## src/rtl/bch_pkg.sv

```systemverilog
// Shared types and constants for the BCH decoder sequencer.
// Holds the FSM state encoding and the per-code word count lookup.
package bch_pkg;

    localparam int LW        = 10;
    localparam int LOC_DEPTH = 8;
    localparam int WIW       = 7;

    localparam logic [LW-1:0] NO_ERR = 10'h3FF;

    localparam logic [1:0] CODE_63   = 2'd1;
    localparam logic [1:0] CODE_255  = 2'd2;
    localparam logic [1:0] CODE_1023 = 2'd3;

    typedef enum logic [2:0] {
        S_IDLE,
        S_LOAD,
        S_SYN,
        S_KES,
        S_CHS,
        S_EMIT
    } state_t;

    // Number of 64-bit input words for a codeword; soft mode is 8x hard.
    function automatic logic [WIW:0] nw_of(input logic m, input logic [1:0] c);
        logic [WIW:0] n;
        case (c)
            CODE_255:  n = 8'd4;
            CODE_1023: n = 8'd16;
            default:   n = 8'd1;
        endcase
        return m ? (n << 3) : n;
    endfunction

endpackage

```

## src/rtl/bch_loc_buf.sv

```systemverilog
// Error-location FIFO filled by the Chien stage and drained on output.
// Head passes the incoming word through when empty so push+pop can overlap.
module bch_loc_buf
    import bch_pkg::*;
#(
    parameter int DEPTH = LOC_DEPTH,
    parameter int W     = LW,
    localparam int AW   = $clog2(DEPTH),
    localparam int CW   = $clog2(DEPTH + 1)
) (
    input  logic          clk,
    input  logic          rstn,
    input  logic          i_clr,
    input  logic          i_push,
    input  logic [W-1:0]  i_data,
    input  logic          i_pop,
    output logic [W-1:0]  o_head,
    output logic [CW-1:0] o_count,
    output logic          o_full,
    output logic          o_ovf
);

    logic [W-1:0]  r_mem [DEPTH];
    logic [AW-1:0] r_wp;
    logic [AW-1:0] r_rp;
    logic [CW-1:0] r_cnt;
    logic          r_ovf;
    logic          w_wr;
    logic          w_rd;

    assign o_full  = (r_cnt == CW'(DEPTH));
    assign o_count = r_cnt;
    assign o_ovf   = r_ovf;
    assign o_head  = (r_cnt == '0) ? i_data : r_mem[r_rp];
    assign w_wr    = i_push && !o_full;
    assign w_rd    = i_pop && ((r_cnt != '0) || w_wr);

    // Storage, pointers, occupancy and sticky overflow on dropped pushes.
    always_ff @(posedge clk or negedge rstn) begin
        if (!rstn) begin
            for (int i = 0; i < DEPTH; i++) r_mem[i] <= '0;
            r_wp  <= '0;
            r_rp  <= '0;
            r_cnt <= '0;
            r_ovf <= 1'b0;
        end else if (i_clr) begin
            r_wp  <= '0;
            r_rp  <= '0;
            r_cnt <= '0;
            r_ovf <= 1'b0;
        end else begin
            if (w_wr) begin
                r_mem[r_wp] <= i_data;
                r_wp <= (r_wp == AW'(DEPTH - 1)) ? '0 : r_wp + 1'b1;
            end
            if (w_rd)
                r_rp <= (r_rp == AW'(DEPTH - 1)) ? '0 : r_rp + 1'b1;
            if (i_push && o_full)
                r_ovf <= 1'b1;
            r_cnt <= r_cnt + CW'(w_wr) - CW'(w_rd);
        end
    end

endmodule

```

## src/rtl/bch_dec_ctrl.sv

```systemverilog
// Top-level sequencer of the multi-code BCH decoder.
// Loads words, chains syndrome/KES/Chien stages, then streams locations.
module bch_dec_ctrl
    import bch_pkg::*;
#(
    parameter int P_LW        = LW,
    parameter int P_LOC_DEPTH = LOC_DEPTH,
    parameter int P_WIW       = WIW
) (
    input  logic              clk,
    input  logic              rstn,
    input  logic              set,
    input  logic              mode,
    input  logic [1:0]        code,
    output logic              ready,
    output logic              word_vld,
    output logic [P_WIW-1:0]  word_idx,
    output logic              cfg_mode,
    output logic [1:0]        cfg_code,
    output logic              syn_start,
    input  logic              syn_done,
    output logic              kes_start,
    input  logic              kes_done,
    input  logic              kes_fail,
    output logic              chs_start,
    input  logic              chs_loc_vld,
    input  logic [P_LW-1:0]   chs_loc,
    input  logic              chs_done,
    output logic              finish,
    output logic [P_LW-1:0]   odata
);

    localparam int CW = $clog2(P_LOC_DEPTH + 1);

    state_t           r_state;
    logic [P_WIW-1:0] r_cnt;
    logic             r_sent;
    logic [P_WIW:0]   w_nw;
    logic             w_last;
    logic             w_clr;
    logic             w_push;
    logic             w_pop;
    logic [P_LW-1:0]  w_head;
    logic [CW-1:0]    w_bcnt;
    logic             w_full;
    logic             w_bovf;
    logic             w_ovf_now;
    logic             w_sentinel;

    assign w_nw       = nw_of(cfg_mode, cfg_code);
    assign w_last     = ({1'b0, r_cnt} == (w_nw - 1'b1));
    assign w_clr      = (r_state == S_IDLE) && set;
    assign w_push     = (r_state == S_CHS) && chs_loc_vld;
    assign w_ovf_now  = w_bovf || (w_push && w_full);
    assign w_sentinel = w_ovf_now || ((w_bcnt == '0) && !w_push);
    assign w_pop      = ((r_state == S_CHS) && chs_done && !w_sentinel)
                     || ((r_state == S_EMIT) && !r_sent && (w_bcnt != '0));

    bch_loc_buf #(
        .DEPTH (P_LOC_DEPTH),
        .W     (P_LW)
    ) u_buf (
        .clk     (clk),
        .rstn    (rstn),
        .i_clr   (w_clr),
        .i_push  (w_push),
        .i_data  (chs_loc),
        .i_pop   (w_pop),
        .o_head  (w_head),
        .o_count (w_bcnt),
        .o_full  (w_full),
        .o_ovf   (w_bovf)
    );

    // Sequencer FSM with registered handshakes, word counter and output stream.
    always_ff @(posedge clk or negedge rstn) begin
        if (!rstn) begin
            r_state   <= S_IDLE;
            r_cnt     <= '0;
            r_sent    <= 1'b0;
            ready     <= 1'b0;
            word_vld  <= 1'b0;
            word_idx  <= '0;
            cfg_mode  <= 1'b0;
            cfg_code  <= CODE_63;
            syn_start <= 1'b0;
            kes_start <= 1'b0;
            chs_start <= 1'b0;
            finish    <= 1'b0;
            odata     <= '0;
        end else begin
            word_vld  <= 1'b0;
            syn_start <= 1'b0;
            kes_start <= 1'b0;
            chs_start <= 1'b0;
            case (r_state)
                S_IDLE: begin
                    if (set) begin
                        cfg_mode <= mode;
                        cfg_code <= (code == 2'd0) ? CODE_63 : code;
                        r_cnt    <= '0;
                        r_sent   <= 1'b0;
                        ready    <= 1'b1;
                        r_state  <= S_LOAD;
                    end
                end
                S_LOAD: begin
                    word_vld <= 1'b1;
                    word_idx <= r_cnt;
                    if (w_last) begin
                        ready     <= 1'b0;
                        syn_start <= 1'b1;
                        r_state   <= S_SYN;
                    end else begin
                        r_cnt <= r_cnt + 1'b1;
                    end
                end
                S_SYN: begin
                    if (syn_done) begin
                        kes_start <= 1'b1;
                        r_state   <= S_KES;
                    end
                end
                S_KES: begin
                    if (kes_done) begin
                        if (kes_fail) begin
                            r_sent  <= 1'b1;
                            finish  <= 1'b1;
                            odata   <= NO_ERR;
                            r_state <= S_EMIT;
                        end else begin
                            chs_start <= 1'b1;
                            r_state   <= S_CHS;
                        end
                    end
                end
                S_CHS: begin
                    if (chs_done) begin
                        r_sent  <= w_sentinel;
                        finish  <= 1'b1;
                        odata   <= w_sentinel ? NO_ERR : w_head;
                        r_state <= S_EMIT;
                    end
                end
                S_EMIT: begin
                    if (!r_sent && (w_bcnt != '0)) begin
                        finish <= 1'b1;
                        odata  <= w_head;
                    end else begin
                        finish  <= 1'b0;
                        odata   <= '0;
                        r_state <= S_IDLE;
                    end
                end
                default: r_state <= S_IDLE;
            endcase
        end
    end

endmodule
```

## config.mk

```make
export PLATFORM = sky130hd
export DESIGN_NAME = bch_dec_ctrl
export DESIGN_NICKNAME = d
export VERILOG_FILES = /design/src/rtl/bch_pkg.sv /design/src/rtl/bch_loc_buf.sv /design/src/rtl/bch_dec_ctrl.sv
export SDC_FILE = /design/constraint.sdc
export NUM_CORES = 1
export LEC_CHECK = 0
export CORE_MARGIN = 2
export CORE_UTILIZATION = 53
export CTS_CLUSTER_DIAMETER = 150
export CTS_CLUSTER_SIZE = 40
export DETAILED_ROUTE_END_ITERATION = 6
export PLACE_DENSITY = 0.76
export SKIP_LAST_GASP = 1
export SLEW_MARGIN = 25
export SYNTH_ARGS = -nofsm -noshare
export SYNTH_HDL_FRONTEND = slang
export SYNTH_SLANG_ARGS = --single-unit
```

## constraint.sdc

```tcl
create_clock -name clk -period 2.65 [get_ports clk]
set_input_delay 0.53 -clock clk [delete_from_list [all_inputs] [get_ports clk]]
set_output_delay 0.53 -clock clk [all_outputs]
set_load 0.02 [all_outputs]
```

* After elaboration in Yosys (flattened, before gate mapping)
Index checks and enable logic that the tools add are counted.
Storage, ports and cells: register bits after elaboration 128, input bits 21, logic and storage cells 148
Cells by class: equality and inequality tests 19, multiplexer cells 55, reduce and logical (&&, ||, !) cells 37, $add $sub $neg 6, bitwise operators 3, order comparisons 3
Operators by type and width (number):
- $mux 10 | 9
- $bwmux 80 | 1
- $mux 3 | 12
- $bmux 10 s3 | 1
- $demux 10 s3 | 1
- $pmux 10 s3 | 1
- $mux 1 | 19
- $pmux 3 s6 | 1
- $ne 2x2->1 const B | 8
- $mux 7 | 2
- $pmux 7 s2 | 1
- $eq 3x3->1 const B | 4
- $logic_and 1x1->1 | 12
- $pmux 5 s2 | 1
- $eq 7x8->1 | 1
- $ge 4x4->1 const B | 2
- $mux 8 | 1
- $not 3->4 | 2
- $reduce_bool 2->1 | 4
- $sub 8x1->8 const B | 1
- $add 7x1->7 const B | 1
- $add 3x1->3 const B | 2
- $eq 3x2->1 const B | 2
- $pmux 1 s3 | 2
- 22 further kinds | 32

* Depth between registers and ports, before layout
word-level depth 11, mapped depth 12, gate-level depth less buffers 12

* Hierarchy
A second synthesis with hierarchy kept.
Unflattened totals: cell total of the unflattened synthesis 550, area, all modules 6303.5 µm²
By module, submodules not included:
- bch_loc_buf | times used 1, cells each 338, area an instance 4404.2 µm²
- bch_dec_ctrl | times used 1, cells each 212, area an instance 1899.3 µm²

* Worst setup path after synthesis
Ideal clock, no wire load.
kind flip-flop to flip-flop, start point reg u_buf.r_cnt[2] (netlist: u_buf.o_count[2]), end point reg u_buf.r_cnt[2] (netlist: u_buf.o_count[2]), arrival 2361 ps, stages on the path, launching flop included 12, setup slack 167 ps, data required time 2529 ps, period minus slack after synthesis 2483 ps, cell sequence dfrtp_1 > inv_1 > ha_1 > or3b_2 > nand3_1 > a21oi_1 > ha_1 > inv_1 > ha_1 > fa_1 > xnor2_1 > nor2_1
Between the ends: longest elaborated chain between the ends 10, elaborated cells between the ends (all ways) 18
Ends and longest elaborated chain:
- start, declared | RTL line bch_loc_buf.sv:26 | logic [CW-1:0] r_cnt;
- start signal, assigned | RTL line bch_loc_buf.sv:60 | r_cnt <= r_cnt + CW'(w_wr) - CW'(w_rd);
- branches (longest 8 deep; another with $add 4x1->4)
- $sub 4x1->4 * | RTL line bch_loc_buf.sv:60
- $mux 4 * | RTL line bch_loc_buf.sv:46 | end else if (i_clr) begin
Mark *: on every way between the ends. A chain may end at the register's enable or synchronous reset.

* Worst setup path after layout
Same ends and word-level chain as after synthesis.

==> impl_metrics.toml <==
[placed_design]
dp_hpwl_mm = 9.08
dp_cells = 670
port_buffers = 46
pre_cts_slack_ps = -156
place.gp.congestion = 0.810

[power_and_ir_drop]
irDropWorstVdd_v = 0.000806
power_leakage_nw = 3.50
finalPower_mw = 7.49
powerDensity_nw_per_um2 = 981

[timing]
clock-skew-final_ps = 9.98
grt_setup_unrepaired = "false"
hold_viol = 0
slew_violations = 0
worst_slack_ps = 224
period_needed_ps = 2430
setup_viol = 0
fmax_mhz = 412
worst_slew_pin_slew_ps = 775
min_period_over_period_pct = 91.5
maxSlewHeadroom_pct = 48.3

[worst_setup_path]
critPathMaxFanout = 3
arrival_ps = 2740
cp.required_ps = 2970
critPathKind = "reg -> reg"
r2r_setup_slack_ps = 220
endpoint_kind = "register"
startpoint_type = "register"

[grt]
grtUsageTotal_pct = 24.5
antenna_found_initial = 0
grt_pass1_wl_mm = 23.7
grt_max_degree = 65
overflow = 0
grt_pass1_vias = 4604

[detailed_routing]
drt_wl_total_mm = 14.1
drt-initial-drc-count = 330
first_pass_iters = 4
drt-vias-per-instance = 6.02
via_count = 4228
antenna_left = 0
wl_per_cell_um = 20.2
drc_errors = 0

[cts]
clkSlewWorstSetupHoldPaths_ps = 60
ctsHoldBuffers = 0
postCtsSetupBuffers = 0
max-clock-path-buffers = 2
htreeDepth = 4
cts_tree = "done"
clockRootBuffer = "clkbuf_16"
cts.sinks = 128
clock_latency_ps = 430
numCtsBuffers = 17

[logic_synthesis]
async_flop_share_pct = 100
ys_warn_count = 0
synth_edf_count = 0
synthCells = 478
netlist_top_cells_area = "dfrtp_1, mux2_2, mux4_2, mux2i_1, ha_1"
yosysTopAreaCell = "dfrtp_1"
synth_top_area_share_pct = 50.7
yosysSeqAreaShare_pct = 51.2
synth_cell_types = 57
ys_seq_elements = 128
syn_area_per_cell_um2 = 13.1
synth_fp_nets = 511
ys.flop_type = "dfrtp_1"
syn_area_um2 = 6260

[die]
core_um2 = 11500
io_pins = 47
num_rows = 39
initial_core_util_pct = 54.6
dieArea_um2 = 12700
die_h_um = 113
die_w_um = 113

[flow_run]
maxCapViolCount = 0

[cells_and_area]
layout.cells.most_common = "dfrtp_1"
area_delta_synth_final_pct = 22.0
final_cell_mix = "dfrtp_1, mux2_2, clkdlybuf4s50_1"
nets = 579
drive_gt1_share_pct = 34.0
final_cells = 702
diodes = 0

[run_status]
status = "finished, final reports clean"

[hold_path]
hold_path.class = "in -> async"
==> area by class of cell <==
| type | count | area, um2 |
|---|---|---|
| fillers | 855 | 3830 |
| flip-flops and latches | 128 | 3200 |
| multi-input cells | 311 | 2900 |
| repair buffers | 76 | 708 |
| clock buffers | 19 | 443 |
| well taps | 143 | 179 |
| clock inverters | 13 | 160 |
| inverters | 12 | 45.0 |
==> worst max-delay path: stages, from the launching register on <==
cell and delay (ps):
dfrtp_1 380, inv_2 70, ha_2 190, or3b_4 390, nand3_1 90, a21oi_1 80, ha_1 290, inv_1 40
ha_1 200, fa_1 380, xnor2_1 140, nor2_1 50
==> power breakdown <==
part	internal [mW]	leakage, nW	switching [mW]
clock network	1.50	0.293	0.880
logic	1.19	1.49	1.34
registers	2.31	1.72	0.277
total	5.00	3.50	2.49
==> cell usage after synthesis (2+ instances only) <==
library cell / count
nand2_1: 26
o21a_1: 11
mux4_2: 20
a21oi_1: 16
buf_6: 3
nand4b_1: 2
o2111a_1: 2
a21o_1: 3
inv_1: 11
buf_2: 9
o21ai_0: 7
nand3b_1: 3
nand2b_1: 12
o22ai_1: 2
and3_1: 2
o31ai_1: 2
o211ai_1: 3
or3b_2: 2
clkbuf_1: 11
nand3_1: 10
o221ai_1: 10
dfrtp_1: 127
o311ai_0: 2
nor2b_1: 2
or2_2: 2
mux2_2: 87
ha_1: 11
nand3_2: 2
buf_1: 3
nor4b_1: 3
mux2i_1: 19
nor3_1: 5
a31oi_1: 3
nor2_1: 21
xnor2_1: 2
==> kinds of logic (layout without fill, tap and decap cells) <==
| kind of cell | after synthesis | count (layout) | share of synthesized area, % |
|---|---|---|---|
| flip-flops | 128 | 128 | 51.2 |
| multiplexers | 127 | 127 | 26.1 |
| AND/OR/NAND/NOR | 100 | 100 | 9.01 |
| AO/OA/AOI/OAI | 69 | 69 | 7.89 |
| buffers and inverters | 39 | 120 | 2.94 |
| adder cells (fa/ha/maj) | 12 | 12 | 2.52 |
| XOR/XNOR | 3 | 3 | 0.420 |
==> sequential cells by signal (all words and copies together) (netlist names), 2 cells and up <==
register       flops
cfg_code           2
odata             10
r_cnt              7
r_state            3
u_buf.o_count      4
u_buf.r_mem       80
u_buf.r_rp         3
u_buf.r_wp         3
word_idx           7
==> layer usage <==
layer  vias to the layer above  share of wire, %  wire (um)  global-route usage (%)
li1                       1902                 -          -                       -
met1                      2171                43       6090                    31.3
met2                       128                50       7000                    39.8
met3                        27               5.6        791                    6.96
met4                         0               1.9        262                    9.76
met5                         -                 0          0                       0
==> path summary, 6_finish.rpt <==
kind                                            start                          to  cells past startpoint
max reg2reg                u_buf.o_count[2]$_DFF_PN0_  u_buf.o_count[2]$_DFF_PN0_                     11
min reg2reg                      odata[8]$_DFFE_PN0P_        odata[8]$_DFFE_PN0P_                      1
min                                              rstn  u_buf.o_count[2]$_DFF_PN0_                      1
min in group clk                 odata[8]$_DFFE_PN0P_        odata[8]$_DFFE_PN0P_                      1
max                        u_buf.o_count[2]$_DFF_PN0_  u_buf.o_count[2]$_DFF_PN0_                     11
max in group asynchronous                        rstn     cfg_code[0]$_DFFE_PN1P_                      2
==> through the flow <==
step	util [%]	TNS, ps	hold WS [ps]	cell area (um2)
detailed placement	61.3	-385	482	7030
finish	66.6	0	101	7640
CTS	66.6	0	113	7630
floorplan	-	0	234	6260
global placement	61.3	-238	475	7030
global route	66.6	0	136	7640
==> timing repair <==
item | CTS | global route
endpoints found under the hold margin | 0 | 0
resized for setup | 0 | 3
setup endpoints to repair | 0 | 3
Power figures use the tool's default switching activity.
